===== config.mk =====
export PLATFORM = sky130hd
export DESIGN_NAME = rp_boundary_endpoint
export DESIGN_NICKNAME = d
export VERILOG_FILES = /design/src/rtl/rp_link_pkg.sv /design/src/rtl/rp_skid_buffer.sv /design/src/rtl/rp_boundary_endpoint.sv
export SDC_FILE = /design/constraint.sdc
export NUM_CORES = 1
export LEC_CHECK = 0
export ABC_AREA = 1
export BUFFER_PORTS_ARGS = -buffer_cell sky130_fd_sc_hd__buf_2
export CAP_MARGIN = 10
export CORE_MARGIN = 8
export CORE_UTILIZATION = 59
export CTS_CLUSTER_SIZE = 28
export DETAILED_ROUTE_END_ITERATION = 7
export GPL_ROUTABILITY_DRIVEN = 0
export PLACE_DENSITY = 0.94
export SYNTH_ARGS = -nofsm -noshare
export SYNTH_HDL_FRONTEND = slang
export SYNTH_SLANG_ARGS = --single-unit

===== constraint.sdc =====
create_clock -name clk -period 6.8 [get_ports clk]
set_input_delay 0.34 -clock clk [delete_from_list [all_inputs] [get_ports clk]]
set_output_delay 0.34 -clock clk [all_outputs]
set_load 0.05 [all_outputs]

===== src/rtl/rp_link_pkg.sv =====
// Shared definitions for the static<->reconfigurable-partition stream link.
// Used by both the RP-side endpoint and the static-side region interface.
package rp_link_pkg;

    localparam int DEFAULT_DATA_W = 32;

    localparam logic [1:0] SKID_DEPTH = 2'd2;

    typedef enum logic [1:0] {
        RUN      = 2'd0,
        DRAIN    = 2'd1,
        QUIESCED = 2'd2
    } rp_state_e;

endpackage


===== src/rtl/rp_skid_buffer.sv =====
// Two-entry registered valid/ready slice: full throughput, one cycle of latency,
// and an upstream ready that comes straight from a flop.
module rp_skid_buffer
    import rp_link_pkg::*;
#(
    parameter int DATA_W = DEFAULT_DATA_W
) (
    input  logic              clk,
    input  logic              rst_n,
    input  logic [DATA_W-1:0] in_data,
    input  logic              in_valid,
    output logic              in_ready,
    output logic [DATA_W-1:0] out_data,
    output logic              out_valid,
    input  logic              out_ready,
    output logic              empty
);

    logic [DATA_W-1:0] head_data_r, head_data_s;
    logic              head_valid_r, head_valid_s;
    logic [DATA_W-1:0] spare_data_r, spare_data_s;
    logic              spare_valid_r, spare_valid_s;
    logic              ready_r, ready_s;
    logic              push_s, pop_s;
    logic [1:0]        fill_s;

    // Next-state of the two slots; the head slot always drives the output.
    always_comb begin
        push_s        = in_valid && ready_r;
        pop_s         = head_valid_r && out_ready;
        head_data_s   = head_data_r;
        head_valid_s  = head_valid_r;
        spare_data_s  = spare_data_r;
        spare_valid_s = spare_valid_r;
        if (pop_s && spare_valid_r) begin
            head_data_s  = spare_data_r;
            head_valid_s = 1'b1;
            if (push_s) begin
                spare_data_s = in_data;
            end else begin
                spare_valid_s = 1'b0;
            end
        end else if (pop_s) begin
            head_valid_s = push_s;
            if (push_s) begin
                head_data_s = in_data;
            end else begin
                head_data_s = head_data_r;
            end
        end else if (push_s && head_valid_r) begin
            spare_data_s  = in_data;
            spare_valid_s = 1'b1;
        end else if (push_s) begin
            head_data_s  = in_data;
            head_valid_s = 1'b1;
        end else begin
            head_valid_s = head_valid_r;
        end
        fill_s  = {1'b0, head_valid_s} + {1'b0, spare_valid_s};
        ready_s = (fill_s < SKID_DEPTH);
    end

    // Slot and ready registers.
    always_ff @(posedge clk) begin
        if (!rst_n) begin
            head_data_r   <= '0;
            head_valid_r  <= 1'b0;
            spare_data_r  <= '0;
            spare_valid_r <= 1'b0;
            ready_r       <= 1'b0;
        end else begin
            head_data_r   <= head_data_s;
            head_valid_r  <= head_valid_s;
            spare_data_r  <= spare_data_s;
            spare_valid_r <= spare_valid_s;
            ready_r       <= ready_s;
        end
    end

    assign in_ready  = ready_r;
    assign out_data  = head_data_r;
    assign out_valid = head_valid_r;
    assign empty     = !head_valid_r && !spare_valid_r;

endmodule


===== src/rtl/rp_boundary_endpoint.sv =====
// RP-side terminator of the partition stream link: skid-buffered in both directions,
// in-flight accounting and a quiesce handshake for safe decouple/reconfigure.
module rp_boundary_endpoint
    import rp_link_pkg::*;
#(
    parameter  int DATA_W       = DEFAULT_DATA_W,
    parameter  int MAX_INFLIGHT = 16,
    localparam int CNT_W        = $clog2(MAX_INFLIGHT + 1)
) (
    input  logic              clk,
    input  logic              rst_n,
    input  logic [DATA_W-1:0] rp_in_data,
    input  logic              rp_in_valid,
    output logic              rp_in_ready,
    output logic [DATA_W-1:0] rp_out_data,
    output logic              rp_out_valid,
    input  logic              rp_out_ready,
    output logic [DATA_W-1:0] core_in_data,
    output logic              core_in_valid,
    input  logic              core_in_ready,
    input  logic [DATA_W-1:0] core_out_data,
    input  logic              core_out_valid,
    output logic              core_out_ready,
    input  logic              quiesce_req,
    output logic              quiesce_ack,
    output logic [CNT_W-1:0]  inflight,
    output logic              err_underflow
);

    localparam logic [CNT_W-1:0] MAX_CNT = CNT_W'(MAX_INFLIGHT);
    localparam logic [CNT_W-1:0] ONE_CNT = {{(CNT_W-1){1'b0}}, 1'b1};

    rp_state_e        state_r, state_s;
    logic [CNT_W-1:0] inflight_r, inflight_s;
    logic             err_r, err_s;
    logic             ack_r;
    logic             quiesced_s, gate_s;
    logic             ing_ready_s, ing_valid_s, ing_empty_s;
    logic             egr_ready_s, egr_valid_s, egr_empty_s;
    logic             in_xfer_s, out_xfer_s;

    // Intake and output masking depend only on registered state, keeping ready/valid glitch-free.
    assign quiesced_s = (state_r == QUIESCED);
    assign gate_s     = (state_r == RUN) && (inflight_r != MAX_CNT);

    rp_skid_buffer #(.DATA_W(DATA_W)) u_ingress (
        .clk       (clk),
        .rst_n     (rst_n),
        .in_data   (rp_in_data),
        .in_valid  (rp_in_valid && gate_s),
        .in_ready  (ing_ready_s),
        .out_data  (core_in_data),
        .out_valid (ing_valid_s),
        .out_ready (core_in_ready && !quiesced_s),
        .empty     (ing_empty_s)
    );

    rp_skid_buffer #(.DATA_W(DATA_W)) u_egress (
        .clk       (clk),
        .rst_n     (rst_n),
        .in_data   (core_out_data),
        .in_valid  (core_out_valid && !quiesced_s),
        .in_ready  (egr_ready_s),
        .out_data  (rp_out_data),
        .out_valid (egr_valid_s),
        .out_ready (rp_out_ready && !quiesced_s),
        .empty     (egr_empty_s)
    );

    assign rp_in_ready    = ing_ready_s && gate_s;
    assign core_in_valid  = ing_valid_s && !quiesced_s;
    assign core_out_ready = egr_ready_s && !quiesced_s;
    assign rp_out_valid   = egr_valid_s && !quiesced_s;
    assign in_xfer_s      = rp_in_valid && rp_in_ready;
    assign out_xfer_s     = rp_out_valid && rp_out_ready;

    // In-flight counter; an emit with nothing outstanding clamps at zero and flags underflow.
    always_comb begin
        inflight_s = inflight_r;
        err_s      = err_r;
        if (in_xfer_s && !out_xfer_s) begin
            inflight_s = inflight_r + ONE_CNT;
        end else if (out_xfer_s && (inflight_r == '0)) begin
            err_s = 1'b1;
        end else if (out_xfer_s && !in_xfer_s) begin
            inflight_s = inflight_r - ONE_CNT;
        end else begin
            inflight_s = inflight_r;
        end
    end

    // Quiesce FSM; a dropped request takes priority over drain completion.
    always_comb begin
        state_s = state_r;
        case (state_r)
            RUN: begin
                if (quiesce_req) state_s = DRAIN;
                else             state_s = RUN;
            end
            DRAIN: begin
                if (!quiesce_req)
                    state_s = RUN;
                else if ((inflight_r == '0) && ing_empty_s && egr_empty_s)
                    state_s = QUIESCED;
                else
                    state_s = DRAIN;
            end
            QUIESCED: begin
                if (!quiesce_req) state_s = RUN;
                else              state_s = QUIESCED;
            end
            default: state_s = RUN;
        endcase
    end

    // State, counter, sticky error and acknowledge registers.
    always_ff @(posedge clk) begin
        if (!rst_n) begin
            state_r    <= RUN;
            inflight_r <= '0;
            err_r      <= 1'b0;
            ack_r      <= 1'b0;
        end else begin
            state_r    <= state_s;
            inflight_r <= inflight_s;
            err_r      <= err_s;
            ack_r      <= (state_s == QUIESCED);
        end
    end

    assign quiesce_ack   = ack_r;
    assign inflight      = inflight_r;
    assign err_underflow = err_r;

endmodule


==> results of run 1 <==
[cell usage after synthesis]
cell type  count  area share, %
a21oi_1        4           0.29
nor3_1         1          0.072
nand2_1      312             17
buf_2         28            2.0
inv_1        111            6.0
inv_2          6           0.32
o21ai_0        4           0.29
nand3_2        2           0.29
buf_4          7           0.76
a21oi_2        1           0.13
buf_6          3           0.49
xor2_1         1           0.13
buf_1          9           0.49
fa_1           1           0.29
nand4_1        2           0.18
a31oi_1        1          0.090
nor3_2         1           0.14
ha_1           4           0.72
nor2_1       275             15
a21oi_4        1           0.23
o21bai_1       1           0.11
o22ai_1        2           0.18
nor2_4         4           0.65
nand3_1       71            5.1
or2_2          1          0.090
xnor2_1        2           0.25
dfxtp_1      143             41
nand2_2        5           0.45
o21ai_1       33            2.4
nand3b_1      33            3.6
nand3_4        1           0.25
o21ai_2        2           0.25
clkbuf_1      15           0.81
[final timing paths]
check,start,to,slack (ns)
worst max register to register,state_r[1],inflight[4],3.97
worst min register to register,u_egress.spare_data_r[27],u_egress.spare_data_r[27],0.47
worst max-delay path,state_r[1],inflight[4],3.97
worst min-delay path,quiesce_req,state_r[0],0.24
[worst max-delay path, stage by stage (launching register included)]
cell and delay, ns:
dfxtp_1 0.33, inv_2 0.10, nand2_1 0.05, nor2_1 0.15
nand3_2 0.16, inv_2 0.45, ha_1 0.33, inv_1 0.12
ha_1 0.36, nand2_1 0.06, or2_2 0.29, nand2_1 0.07
nand2_1 0.05, nand2_1 0.05, nand2_1 0.05, a21oi_1 0.12
[report_power, final]
group	switching [W]	internal (W)	total, W
registers	0.0000283	0.000889	0.000917
logic	0.000320	0.000124	0.000444
clock network	0.000315	0.000470	0.000785
[area by class of cell]
class	instances	area, um2	area share, %
Timing Repair Buffer	151	773.2	9.575
Clock inverter	3	15.01	0.1859
Multi-Input combinational cell	765	3338	41.34
Tap cell	143	178.9	2.216
Sequential cell	143	2863	35.45
Clock buffer	23	467.9	5.795
Inverter	117	439.2	5.438
[layer usage]
metal  vias up  global-route usage, %  wire, um
met3         8                  7.404      1152
met5         -                      0         0
met1      2966                  25.01      7213
li1       3499                      -         -
met2       208                  36.02      8289
met4         0                  5.953        86
[registers in the layout (all words and copies together), names as in the netlist, 2 cells and up]
signal / flops
u_ingress.out_data: 32
u_egress.out_data: 32
inflight: 5
u_egress.spare_data_r: 32
u_ingress.spare_data_r: 32
state_r: 2
[through the flow]
| step | std cells | worst slack [ns] | cell area [um2] | hold WS, ns |
|---|---|---|---|---|
| 2_1_floorplan | 1087 | 4.142 | 6943 | 0.4398 |
| 3_5_place_dp | 1319 | 4.004 | 7592 | 0.4578 |
| 3_3_place_gp | 1319 | 4.106 | 7592 | 0.4477 |
| 5_1_grt | 1345 | 3.648 | 8075 | 0.2317 |
| 4_1_cts | 1345 | 3.991 | 8075 | 0.2151 |
| 6_report | 1345 | 3.968 | 8075 | 0.2422 |
[cells by family after synthesis]
family          synth area share (%)
simple gates                   42.55
buf+inv                        10.88
flops                          41.23
compound gates                 3.947
fa+ha+maj                      1.009
xor+xnor                      0.3785
==> impl_metrics.toml, run 1 <==
[drt]
initialDrtViolationCount = 712
wl_per_cell_um = 12.45
remaining_drc_errors = 0
postRouteWirelength_um = 16740
drtPass1Iterations = 5
antenna_left = 0
detailroute.via_count = 6681
route.detailed.vias_per_inst = 4.967

[sta]
slew_of_the_pin_with_the_lowest_slew_margin_ns = 1.118
finalHoldViolations = 0
setup_viol = 0
post-route-min-period_ns = 2.832
clock_skew_ns = 0.007465
period_share_pct = 41.65
relSlewSlack_pct = 25.22
finalSetupTns_ns = 0
setup_repair_after_global_routing_missed_its_margin = "false"
clock.fmax_mhz = 353.1
timing.final.max_slew_violations = 0

[layout]
ratio_of_cells_with_drive_above_1_in_the_final_layout_pct = 16.39
final_cell_mix = "nand2_1 (312), nor2_1 (275), buf_2 (144), dfxtp_1 (143), inv_1 (111)"
final_util_pct = 70.42
fillerInstances = 950
antennaDiodeCount = 0
syn2layout_area_growth_pct = 16.31
num-nets-final = 1271
layout.cells.most_common = "nand2_1"

[setup_path]
worstRegToRegCells = 15
worst_setup_path_end_kind = "flop"
worstPathArrival_ns = 3.17
critPathLaunchType = "flop"
crit_fanout = 33
critPathRequiredTime_ns = 7.13
worst-setup-path-type = "reg -> reg"

[floorplan]
io_pins = 146
die_h_um = 124.5
initial_cell_density_of_the_core_pct = 60.55
floorplan.rows = 39
fp.dieArea_um2 = 15500
die_width_um = 124.5
core_box_area_um2 = 11470

[clocking]
cts_root_cell = "clkbuf_16"
htree_levels = 4
cts.sink_count = 143
cts_repair_resize_count = 0
ctsLongestPathBuffers = 2
post_cts_hold_buffer_count = 0
cts_tree = "done"
cts.clk_slew.worst_paths_ns = 0.05
clk-insertion-delay-late_ns = 0.41
cts_buffers = 17
post-cts-setup-buffer-count = 0

[grt]
global_route.usage.total_pct = 21.32
initial_antenna_violation_count = 0
grt_pass1_wl_um = 28520
pin_count_of_the_biggest_net_entering_global_routing = 106
via_count_of_the_first_global_routing_pass = 6194
grt_overflow = 0

[synth]
ys_seq_area_share_pct = 41.23
syn_nets = 1163
yosys_warnings = 0
synthesis.instances = 1087
synth_cell_types = 33
synth-seq-cells = 143
synth.cell_area_um2 = 6943
synthesis.area_per_instance_um2 = 6.387

[job]
max-cap-violations = 0

[min_path]
whs_path_depth = 3
min-delay-path-class = "in -> reg"

[placement]
port_buffers = 145
post-dp-hpwl_um = 10770

[power_and_ir_drop]
power_dens_cells_nw_per_um2 = 265.8
fin_total_pwr_w = 0.002147
irDropWorstVdd_v = 0.0001880
p_leak_nw = 4.254

[outcome]
run_status = "finished, final reports clean"
No activity file was read; power rests on OpenSTA's default activity.
==> inputs of run 2 (changes only) <==
- ABC_AREA: 1 -> 0
- CORE_UTILIZATION: 59 -> 53
- PLACE_DENSITY: 0.94 -> 0.88
- clock period: 6.8 -> 2.92 ns (I/O delays scaled with it)
==> impl_metrics.toml, run 2 <==
[power_and_ir_drop]
clockPowerShare_pct = 39.7
p_sw_w = 0.001534
p_int_w = 0.003690
irDropWorstVdd_v = 0.0004374
power_dens_cells_nw_per_um2 = 659.0
switching_share_pct = 29.37
combPwrFrac_pct = 19.5
power.share.sequential_pct = 40.8
p_leak_nw = 3.661

[floorplan]
fp.dieArea_um2 = 15090
initial_cell_density_of_the_core_pct = 53.67
die_h_um = 122.8
die_width_um = 122.8
floorplan.rows = 39
io_pins = 146
core_box_area_um2 = 11270

[outcome]
run_status = "finished, final reports clean"

[synth]
synth_top_area_share_pct = 47.32
synthesis.instances = 630
yosys_warnings = 0
synth_enable_flop_cells = 0
synthMostInstantiatedCell = "dfxtp_1"
synth_cell_types = 35
synthFlopType = "dfxtp_1"
netlist.top_cell.by_area = "dfxtp_1"
syn_nets = 706
synthesis.area_per_instance_um2 = 9.602
synth.cell_area_um2 = 6050
synth.top_cells.by_area = "dfxtp_1 (47%), mux2i_1 (16%), a211oi_2 (6.6%)"
ys_seq_area_share_pct = 47.32
netlist_top_cells_count = "dfxtp_1 (143), mux2i_1 (97), nor2_1 (72)"
synth_async_reset_ratio_pct = 0
synth-seq-cells = 143

[drt]
initialDrtViolationCount = 326
postRouteWirelength_um = 15240
remaining_drc_errors = 0
drtPass1Iterations = 6
wl_per_cell_um = 15.79
route.detailed.vias_per_inst = 5.356
detailroute.via_count = 5169
antenna_left = 0

[sta]
setup_repair_after_global_routing_missed_its_margin = "false"
clock_skew_ns = 0.008681
setup_viol = 0
timing.final.max_slew_violations = 0
relSlewSlack_pct = 41.01
slew_of_the_pin_with_the_lowest_slew_margin_ns = 0.8848
clock.fmax_mhz = 361.1
post-route-min-period_ns = 2.769
finalHoldViolations = 0
finalSetupTns_ns = 0
period_share_pct = 94.84

[grt]
grt_overflow = 0
global_route.usage.total_pct = 20.47
pin_count_of_the_biggest_net_entering_global_routing = 103
via_count_of_the_first_global_routing_pass = 5130
grt_pass1_wl_um = 24720
initial_antenna_violation_count = 0

[setup_path]
worst-setup-path-type = "reg -> reg"
worst_setup_path_end_kind = "flop"
critPathRequiredTime_ns = 3.22
worstPathArrival_ns = 3.07
crit_path_start = "inflight[0]"
crit_fanout = 5
critPathLaunchType = "flop"
r2r-start = "inflight[0]"

[clocking]
clk-insertion-delay-late_ns = 0.41
cts.sink_count = 143
cts.clk_slew.worst_paths_ns = 0.05
post-cts-setup-buffer-count = 0
cts_buffers = 17
htree_levels = 4
cts_root_cell = "clkbuf_16"
ctsLongestPathBuffers = 2
cts_tree = "done"

[layout]
layout.cells.most_common = "buf_2"
final_util_pct = 70.33
antennaDiodeCount = 0
final_cell_mix = "buf_2 (145), dfxtp_1 (139), mux2i_1 (97), nor2_1 (72), o21ai_0 (69)"
ratio_of_cells_with_drive_above_1_in_the_final_layout_pct = 27.74
layout.cell_area.non_filler_um2 = 7928
num-nets-final = 886
syn2layout_area_growth_pct = 31.04

[placement]
placed_cell_area_um2 = 6815
port_buffers = 145
post-dp-hpwl_um = 9278

[min_path]
hp-start = "rp_in_data[10]"
min-delay-path-class = "in -> reg"

[job]
max-cap-violations = 0
==> run 2: kinds of logic after synthesis <==
kind of cell,synth area share (%)
simple gates,11.46
compound gates,18.30
flops,47.32
mux,16.05
buf+inv,5.274
fa+ha+maj,1.158
xor+xnor,0.4344
==> run 2: worst max-delay path, cell delays in order, from the launching register on <==
cell	delay, ns
dfxtp_4	0.35
or4_4	0.57
o2111ai_4	0.22
inv_1	0.06
ha_1	0.22
inv_2	0.07
ha_1	0.25
nor2b_1	0.14
o21a_1	0.17
or3_1	0.30
a21o_1	0.19
mux2i_1	0.11
==> run 2: metal layers <==
metal	vias to the layer above	share of wire, %	global-route usage, %
met5	-	0	0
met4	0	1.6	7.312
met3	19	7.7	6.900
met2	154	48	34.93
met1	2419	43	23.38
li1	2577	-	-
==> run 2: cell type report <==
class                           instances  area (um2)
Inverter                               10       37.54
Fill cell                             791        3344
Sequential cell                       143        2873
Tap cell                              143       178.9
Multi-Input combinational cell        427        2898
Clock buffer                           27       523.0
Timing Repair Buffer                  211        1369
Clock inverter                          4       48.80
==> run 2: final timing paths <==
path	end	slack [ns]	depth (start not counted)
hold reg to reg	u_egress.spare_data_r[23]	0.46	2
setup / recovery	inflight[4]	0.15	11
setup reg to reg	inflight[4]	0.15	11
hold / removal	u_ingress.spare_data_r[10]	0.007	3
==> run 2: timing repair <==
| action | CTS | global route |
|---|---|---|
| endpoints found under the setup margin | 0 | 1 |
| hold endpoints to repair | 56 | 0 |
| hold buffers | 54 | 0 |
| resized for setup | 0 | 1 |
==> run 2: stage by stage <==
step / worst slack (ns) / total power [W] / std cells / hold WS [ns]
after floorplan: 0.003938 / 0.002890 / 630 / 0.2764
after global placement: 0.1629 / 0.003103 / 880 / 0.3766
after detailed placement: 0.1193 / 0.003124 / 880 / 0.3849
after CTS: 0.1099 / 0.005257 / 965 / 0.0002701
after global routing: 0.004246 / 0.005441 / 965 / 0.009439
final: 0.1507 / 0.005225 / 965 / 0.006806
==> run 2: power groups by stage <==
stage | clock [W] | sequential [W] | combinational, W
global route | 0.00221 | 0.00215 | 0.00109
global placement | 0 | 0.00216 | 0.000938
detailed placement | 0 | 0.00217 | 0.000956
finish | 0.00208 | 0.00213 | 0.00102
CTS | 0.00211 | 0.00213 | 0.00101
floorplan | 0 | 0.00248 | 0.000407
